**src/rtl/lcd_buf_pkg.sv**
```systemverilog
// -----------------------------------------------------------------------------
// lcd_buf_pkg
// Shared definitions for the LCD text buffer: host control codes, the
// printable character range, the buffer FSM state encoding and a small
// character classification helper.
// -----------------------------------------------------------------------------
package lcd_buf_pkg;

  // Host control codes
  localparam logic [7:0] CH_NL = 8'h0A;  // newline: column 0 of next row
  localparam logic [7:0] CH_BS = 8'h08;  // backspace: step back and blank
  localparam logic [7:0] CH_FF = 8'h0C;  // form feed: home cursor and clear

  // Inclusive bounds of bytes that are stored as characters
  localparam logic [7:0] CH_PRINT_LO = 8'h20;
  localparam logic [7:0] CH_PRINT_HI = 8'h7E;

  typedef enum logic [0:0] {
    CLEAR = 1'b0,
    IDLE  = 1'b1
  } lcd_state_e;

  function automatic logic is_printable(input logic [7:0] ch);
    return (ch >= CH_PRINT_LO) && (ch <= CH_PRINT_HI);
  endfunction

endpackage

```
**src/rtl/lcd_text_buffer_if.sv**
```systemverilog
// -----------------------------------------------------------------------------
// lcd_text_buffer_if
// Host byte stream into the text buffer (valid/ready handshake).
//   IN_DATA  : host byte
//   IN_VALID : IN_DATA holds a byte to deliver
//   IN_READY : buffer accepts a byte on this clock edge
// A byte transfers on a rising edge where IN_VALID and IN_READY are both 1.
// -----------------------------------------------------------------------------
interface lcd_text_buffer_if;

  logic [7:0] IN_DATA;
  logic       IN_VALID;
  logic       IN_READY;

  // Host side
  modport master (
    output IN_DATA,
    output IN_VALID,
    input  IN_READY
  );

  // Text buffer side
  modport slave (
    input  IN_DATA,
    input  IN_VALID,
    output IN_READY
  );

endinterface

```
**src/rtl/lcd_buf_ram.sv**
```systemverilog
// -----------------------------------------------------------------------------
// lcd_buf_ram
// Simple dual-port DEPTH x 8 character store. One synchronous write port and
// one registered read port. A read and a write to the same address on the
// same edge return the previous contents (read-before-write). No reset: the
// owner initialises the contents by sweeping the write port.
//   i_clk   : clock, rising edge
//   i_we    : write enable
//   i_waddr : write address
//   i_wdata : write data
//   i_raddr : read address, sampled every edge
//   o_rdata : data at i_raddr from the previous edge
// -----------------------------------------------------------------------------
module lcd_buf_ram #(
  parameter int DEPTH = 32,
  parameter int AW    = 5
) (
  input  logic          i_clk,
  input  logic          i_we,
  input  logic [AW-1:0] i_waddr,
  input  logic [7:0]    i_wdata,
  input  logic [AW-1:0] i_raddr,
  output logic [7:0]    o_rdata
);

  logic [7:0] r_mem [DEPTH];
  logic [7:0] r_rdata;

  // Registered read and synchronous write; the read samples the old contents
  always_ff @(posedge i_clk) begin
    r_rdata <= r_mem[i_raddr];
    if (i_we) begin
      r_mem[i_waddr] <= i_wdata;
    end
  end

  assign o_rdata = r_rdata;

endmodule

```
**src/rtl/lcd_text_buffer.sv**
```systemverilog
// -----------------------------------------------------------------------------
// lcd_text_buffer
// Character buffer and cursor engine in front of the LCD driver. Interprets a
// host byte stream (printable characters plus newline, backspace and form
// feed), keeps a ROWS x COLS display image and a cursor, and serves the image
// through a registered read port. REFRESH_REQ tells the driver that the image
// or cursor changed since its last REFRESH_ACK.
//   CLK          : clock, rising edge
//   RST          : synchronous active-high reset
//   host         : byte stream in (lcd_text_buffer_if.slave)
//   RD_ADDR      : driver read address, row*COLS+col
//   RD_DATA      : character at RD_ADDR from the previous edge
//   REFRESH_REQ  : image changed since the last acknowledge
//   REFRESH_ACK  : one-cycle pulse, driver started a redraw
//   CURSOR       : current write position
//   BUSY         : clear sweep in progress
// -----------------------------------------------------------------------------
module lcd_text_buffer
  import lcd_buf_pkg::*;
#(
  parameter  int         COLS  = 16,
  parameter  int         ROWS  = 2,
  parameter  logic [7:0] BLANK = 8'h20,
  localparam int         DEPTH = ROWS * COLS,
  localparam int         AW    = $clog2(DEPTH)
) (
  input  logic                    CLK,
  input  logic                    RST,
  lcd_text_buffer_if.slave        host,
  input  logic [AW-1:0]           RD_ADDR,
  output logic [7:0]              RD_DATA,
  output logic                    REFRESH_REQ,
  input  logic                    REFRESH_ACK,
  output logic [AW-1:0]           CURSOR,
  output logic                    BUSY
);

  localparam logic [0:0]    S_CLEAR   = 1'(CLEAR);
  localparam logic [0:0]    S_IDLE    = 1'(IDLE);
  localparam logic [AW-1:0] LAST_CELL = AW'(DEPTH - 1);
  localparam logic [AW-1:0] ONE_W     = AW'(1);

  // Registered state
  logic [0:0]    r_state;
  logic [AW-1:0] r_idx;
  logic [AW-1:0] r_cursor;
  logic          r_in_ready;
  logic          r_busy;
  logic          r_req;
  logic          r_rd_valid;

  // Next-state and datapath wires
  logic [0:0]    w_state_nx;
  logic [AW-1:0] w_idx_nx;
  logic [AW-1:0] w_cursor_nx;
  logic          w_req_nx;
  logic          w_accept;
  logic          w_we;
  logic          w_ram_we;
  logic [AW-1:0] w_waddr;
  logic [7:0]    w_wdata;
  logic          w_event;
  logic [7:0]    w_ram_q;
  logic [31:0]   w_row;
  logic [AW-1:0] w_nl_cursor;
  logic [AW-1:0] w_inc_cursor;
  logic [AW-1:0] w_dec_cursor;

  // IN_READY is only ever high in IDLE, so it alone qualifies acceptance
  assign w_accept = host.IN_VALID && r_in_ready;

  // Cursor candidates: advance with wrap, newline with row wrap, step back
  always_comb begin
    w_row = 32'(r_cursor) / 32'(COLS);
    if (w_row >= 32'(ROWS - 1)) begin
      w_nl_cursor = '0;
    end else begin
      w_nl_cursor = AW'((w_row + 32'd1) * 32'(COLS));
    end
    if (r_cursor == LAST_CELL) begin
      w_inc_cursor = '0;
    end else begin
      w_inc_cursor = r_cursor + ONE_W;
    end
    w_dec_cursor = r_cursor - ONE_W;
  end

  // FSM next state, memory write port and change-event detection
  always_comb begin
    w_state_nx  = r_state;
    w_idx_nx    = r_idx;
    w_cursor_nx = r_cursor;
    w_we        = 1'b0;
    w_waddr     = r_cursor;
    w_wdata     = BLANK;
    w_event     = 1'b0;
    case (r_state)
      S_CLEAR: begin
        // BUSY is low only on the first edge after reset; that edge raises
        // BUSY so the sweep always spans DEPTH cycles of BUSY.
        if (r_busy) begin
          w_we    = 1'b1;
          w_waddr = r_idx;
          if (r_idx == LAST_CELL) begin
            w_state_nx = S_IDLE;
            w_idx_nx   = '0;
            w_event    = 1'b1;
          end else begin
            w_idx_nx = r_idx + ONE_W;
          end
        end else begin
          w_idx_nx = '0;
        end
      end
      S_IDLE: begin
        if (w_accept) begin
          if (is_printable(host.IN_DATA)) begin
            w_we        = 1'b1;
            w_waddr     = r_cursor;
            w_wdata     = host.IN_DATA;
            w_cursor_nx = w_inc_cursor;
            w_event     = 1'b1;
          end else begin
            case (host.IN_DATA)
              CH_NL: begin
                w_cursor_nx = w_nl_cursor;
                w_event     = (w_nl_cursor != r_cursor);
              end
              CH_BS: begin
                if (r_cursor != '0) begin
                  w_we        = 1'b1;
                  w_waddr     = w_dec_cursor;
                  w_cursor_nx = w_dec_cursor;
                  w_event     = 1'b1;
                end else begin
                  w_event = 1'b0;
                end
              end
              CH_FF: begin
                w_cursor_nx = '0;
                w_state_nx  = S_CLEAR;
                w_idx_nx    = '0;
                w_event     = (r_cursor != '0);
              end
              default: begin
                w_event = 1'b0;
              end
            endcase
          end
        end else begin
          w_event = 1'b0;
        end
      end
      default: begin
        w_state_nx = S_CLEAR;
        w_idx_nx   = '0;
      end
    endcase
  end

  // A change event wins over an acknowledge arriving on the same edge
  always_comb begin
    if (w_event) begin
      w_req_nx = 1'b1;
    end else if (REFRESH_ACK) begin
      w_req_nx = 1'b0;
    end else begin
      w_req_nx = r_req;
    end
  end

  // State registers; BUSY/IN_READY are registered from the next state
  always_ff @(posedge CLK) begin
    if (RST) begin
      r_state    <= S_CLEAR;
      r_idx      <= '0;
      r_cursor   <= '0;
      r_in_ready <= 1'b0;
      r_busy     <= 1'b0;
      r_req      <= 1'b0;
      r_rd_valid <= 1'b0;
    end else begin
      r_state    <= w_state_nx;
      r_idx      <= w_idx_nx;
      r_cursor   <= w_cursor_nx;
      r_in_ready <= (w_state_nx == S_IDLE);
      r_busy     <= (w_state_nx == S_CLEAR);
      r_req      <= w_req_nx;
      r_rd_valid <= 1'b1;
    end
  end

  // No writes land while reset is held
  assign w_ram_we = w_we && !RST;

  lcd_buf_ram #(
    .DEPTH (DEPTH),
    .AW    (AW)
  ) u_ram (
    .i_clk   (CLK),
    .i_we    (w_ram_we),
    .i_waddr (w_waddr),
    .i_wdata (w_wdata),
    .i_raddr (RD_ADDR),
    .o_rdata (w_ram_q)
  );

  // The RAM read register has no reset; mask it to zero until after reset
  assign RD_DATA       = r_rd_valid ? w_ram_q : 8'h00;
  assign host.IN_READY = r_in_ready;
  assign REFRESH_REQ   = r_req;
  assign CURSOR        = r_cursor;
  assign BUSY          = r_busy;

endmodule
```
**src/flat_wrapper.sv**
```systemverilog
// flat-port wrapper written by rule: the top's interface ports become plain ports
module lcd_text_buffer_flat import lcd_buf_pkg::*;
#(
  parameter  int         COLS  = 16,
  parameter  int         ROWS  = 2,
  parameter  logic [7:0] BLANK = 8'h20,
  localparam int         DEPTH = ROWS * COLS,
  localparam int         AW    = $clog2(DEPTH)
)
  (CLK, RST, RD_ADDR, RD_DATA, REFRESH_REQ, REFRESH_ACK, CURSOR, BUSY, host_IN_DATA, host_IN_VALID, host_IN_READY);
  lcd_text_buffer_if host_i ();
  input  logic CLK;
  input  logic RST;
  input  logic [AW-1:0] RD_ADDR;
  output logic [7:0] RD_DATA;
  output logic REFRESH_REQ;
  input  logic REFRESH_ACK;
  output logic [AW-1:0] CURSOR;
  output logic BUSY;
  input wire logic [$bits(host_i.IN_DATA)-1:0] host_IN_DATA;
  input wire logic [$bits(host_i.IN_VALID)-1:0] host_IN_VALID;
  output wire logic [$bits(host_i.IN_READY)-1:0] host_IN_READY;
  assign host_i.IN_DATA = host_IN_DATA;
  assign host_i.IN_VALID = host_IN_VALID;
  assign host_IN_READY = host_i.IN_READY;
  lcd_text_buffer #(.COLS(COLS), .ROWS(ROWS), .BLANK(BLANK)) u_core (.CLK(CLK), .RST(RST), .host(host_i), .RD_ADDR(RD_ADDR), .RD_DATA(RD_DATA), .REFRESH_REQ(REFRESH_REQ), .REFRESH_ACK(REFRESH_ACK), .CURSOR(CURSOR), .BUSY(BUSY));
endmodule
```
**config.mk**
```make
export PLATFORM = sky130hd
export DESIGN_NAME = lcd_text_buffer_flat
export DESIGN_NICKNAME = d
export VERILOG_FILES = /design/src/rtl/lcd_buf_pkg.sv /design/src/rtl/lcd_text_buffer_if.sv /design/src/rtl/lcd_buf_ram.sv /design/src/rtl/lcd_text_buffer.sv /design/src/flat_wrapper.sv
export SDC_FILE = /design/constraint.sdc
export NUM_CORES = 1
export LEC_CHECK = 0
export ABC_AREA = 1
export BUFFER_PORTS_ARGS = -buffer_cell sky130_fd_sc_hd__clkbuf_2
export CORE_MARGIN = 2
export CORE_UTILIZATION = 50
export CTS_CLUSTER_DIAMETER = 80
export DETAILED_ROUTE_END_ITERATION = 16
export PLACE_DENSITY = 0.65
export SLEW_MARGIN = 5
export SYNTH_ARGS = -nofsm -noshare
export SYNTH_HDL_FRONTEND = slang
export SYNTH_SLANG_ARGS = --single-unit
export TNS_END_PERCENT = 5
```
**constraint.sdc**
```tcl
create_clock -name CLK -period 11.1 [get_ports CLK]
set_clock_uncertainty 0.2 [all_clocks]
set_input_delay 3.33 -clock CLK [delete_from_list [all_inputs] [get_ports CLK]]
set_output_delay 3.33 -clock CLK [all_outputs]
set_load 0.005 [all_outputs]
```
==> summary.txt <==
Run
  – MaxCap Viol Count: 0

Critical path
  – Crit-path most repeated cell: nand2_1
  – Worst path slowest cell: inv_1
  – Worst endpoint required time: 11.39 ns
  – R2R depth: 9
  – Kind of critical path: in -> reg
  – Reg-to-reg slack, setup: 7.89 ns
  – Levels on crit path: 10
  – Origin of the worst setup path: RD_ADDR[1]
  – Critical path's largest stage delay: 0.82 ns
  – Worst setup EP type: register
  – Crit path max fanout: 97
  – Worst Setup EP: u_core.u_ram.o_rdata[0]$_DFF_P_
  – Worst path buffer plus inverter count: 3
  – CP arrival: 6.00 ns
  – Worst setup SP type: primary input
  – Top delay family on crit path: buffers and inverters
  – Reg-to-Reg Start: u_core.CURSOR[1]$_SDFFE_PP0P_
  – Reg-to-reg critical path endpoint: u_core.u_ram.r_mem[31][6]$_DFFE_PP_
  – CP Cell Sequence: buf_2, buf_4, inv_1, nand3_1, nand2_1, a21oi_1, o31ai_1, nand2_1, nand2_1, nand2_1

Routing
  – ANT nets after route: 0
  – WL final: 28300 um
  – Initial detailed-routing violation count: 804
  – Drt drc: 0
  – Via count: 8193
  – Initial DRT Pass Iterations: 6
  – Vias/cell: 5.34
  – Wire per inst: 18.5 um

Layout
  – Commonest non-fill, non-tap cell in the layout: nand2_1
  – Fin nets: 1212
  – Area grow syn2layout: 12.8%
  – Share of cells above drive strength 1: 10.7%
  – ANT cells: 0
  – Post-route cell area: 13600 um^2
  – Most frequent cells in the layout: nand2_1, edfxtp_1, nor2_1

Floorplan
  – Die W: 159 um
  – DIE HEIGHT: 159 um
  – Die area: 25400 um^2
  – Initial Util: 51.2%
  – Core area: 23500 um^2
  – Row cnt: 56
  – Io pins: 33

Clocking
  – Post-CTS Setup Bufs: 0
  – Post_cts resized: 0
  – Clock root cell: clkbuf_16
  – CTS tree: done
  – Clock buffer count from CTS: 30
  – Worst-path clk slew: 0.06 ns
  – # hold bufs at CTS: 0
  – Clock Sinks: 278
  – Worst skew pair latency: 0.54 ns
  – Clk buf depth: 3
  – H-Tree Depth: 1

STA
  – Final Hold Viols: 0
  – RSZ-0062 raised after global routing: false
  – Tmin final: 5.71 ns
  – Worst-margin pin slew: 1.12 ns
  – Slew Limit Fails: 0
  – Tcrit/Tclk final: 51.5%
  – Slew margin rel.: 25.4%
  – Fmax: 175 MHz
  – Final count of negative-setup-slack endpoints: 0
  – Setup TNS: 0 ns

Power
  – Leak: 5.48 nW
  – PwrDens: 166 nW/um^2
  – Peak VDD IR: 130 uV

Placed design
  – Post-Place Cell Area: 12600 um^2
  – IO buf count: 32
  – Placer congestion estimate: 0.880
  – HPWL Detailed: 17600 um

Global route
  – Total gr overflow: 0
  – GR Util All Layers: 22.1%
  – Vias in the first global route: 7813
  – Largest net degree at the start of global routing: 98
  – Initial antenna violation count: 0
  – First-pass GRT wire length: 43800 um

Min path
  – HP Class: reg -> reg

Synth
  – Part of the Yosys area used for sequential elements: 67.4%
  – Post-Syn Instances: 1143
  – Post-synth top area share: 63.7%
  – FF+latch count, synth: 278
  – Synth warn: 0
  – Synth unique cells: 33
  – FFs w/ async S/R, synth: 0%
  – Top_reg_cell synth: edfxtp_1
  – Post-synth EDFFs: 256
  – Synth area leader: edfxtp_1
  – Avg Cell Area, Syn: 10.6 um^2
  – Synthesized cell area: 12100 um^2
  – Top post-synthesis cells by area: edfxtp_1, nand2_1, nor2_1, dfxtp_1, nand3_1

Run status
  – Status: complete, no violations
==> report_power, final <==
part | switching [mW] | internal (mW) | total [mW]
sequential | 0.00405 | 1.14 | 1.14
combinational | 0.0772 | 0.0283 | 0.106
clock | 0.402 | 0.613 | 1.01
total | 0.483 | 1.78 | 2.26
==> worst min path at each step <==
stage | from | to | slack [ns] | cells after the start
floorplan | u_core.r_idx[4]$_SDFFE_PP0P_ | u_core.r_idx[4]$_SDFFE_PP0P_ | 0.25 | 2
global placement | u_core.r_idx[4]$_SDFFE_PP0P_ | u_core.r_idx[4]$_SDFFE_PP0P_ | 0.27 | 2
detailed placement | u_core.r_idx[4]$_SDFFE_PP0P_ | u_core.r_idx[4]$_SDFFE_PP0P_ | 0.30 | 2
CTS | u_core.r_idx[4]$_SDFFE_PP0P_ | u_core.r_idx[4]$_SDFFE_PP0P_ | 0.31 | 2
global route | u_core.r_idx[4]$_SDFFE_PP0P_ | u_core.r_idx[4]$_SDFFE_PP0P_ | 0.34 | 2
finish | u_core.r_idx[4]$_SDFFE_PP0P_ | u_core.r_idx[4]$_SDFFE_PP0P_ | 0.30 | 2
==> synthesized netlist by cell type (6+ instances only) <==
master,number
a21oi_1,75
buf_2,30
clkbuf_1,22
dfxtp_1,22
edfxtp_1,256
inv_1,42
nand2_1,351
nand2_2,6
nand3_1,80
nand3_2,10
nor2_1,124
nor3_1,12
o21ai_0,43
o31ai_1,32
==> through the flow <==
step	hold WS (ns)	setup WS, ns	util [%]	power [mW]	cells
6_report	0.297	5.39	57.8	2.26	1533
5_1_grt	0.339	5.13	57.8	2.32	1533
4_1_cts	0.307	5.39	57.8	2.27	1533
3_5_place_dp	0.298	4.84	53.4	1.27	1477
3_3_place_gp	0.274	4.85	53.4	1.27	1477
2_1_floorplan	0.252	4.51	-	1.23	1174
==> worst register-to-register path, stage by stage, from the launching register on <==
cell and delay, ns:
dfxtp_1 0.50, inv_1 0.17, ha_1 0.32, nand3_4 0.17, nand2_1 0.07, nand2_1 0.07, nand2_2 0.08, a21oi_4 0.20
nand3_2 0.35, nor2_1 0.71
==> sequential cells by signal (all words and copies together), names as in the netlist <==
name,count
u_core.u_ram.o_rdata,8
u_core.u_ram.r_mem,256
u_core.REFRESH_REQ,1
u_core.BUSY,1
u_core.r_rd_valid,1
u_core.CURSOR,5
u_core.r_state,1
u_core.r_idx,5
==> final cells by class <==
class                      instances  area, um^2
timing repair buffer              42         238
clock buffer                      38         812
clock inverter                    18         209
sequential                       278        8130
multi-input combinational        790        3630
tap                              319         399
inverter                          48         185
fill                            2024        9940
==> layer usage <==
metal | track usage, % | wire length, um | up-vias
met5 | 0 | 0 | -
met4 | 7.81 | 1070 | 0
met3 | 3.26 | 1620 | 59
met2 | 36.9 | 13700 | 250
met1 | 29.9 | 11900 | 3887
li1 | - | - | 3997
==> kinds of logic after synthesis <==
logic type | Yosys count | share of synthesized area [%]
and+or+nand+nor | 594 | 20.8
xor gates and xnor gates | 1 | 0.0726
DFF | 278 | 67.4
AOI/OAI and AO/OA | 158 | 7.46
other | 1 | 0.0311
buffers and inverters | 106 | 3.72
adders and majority gates | 5 | 0.519
(Power assumes the default switching activity.)
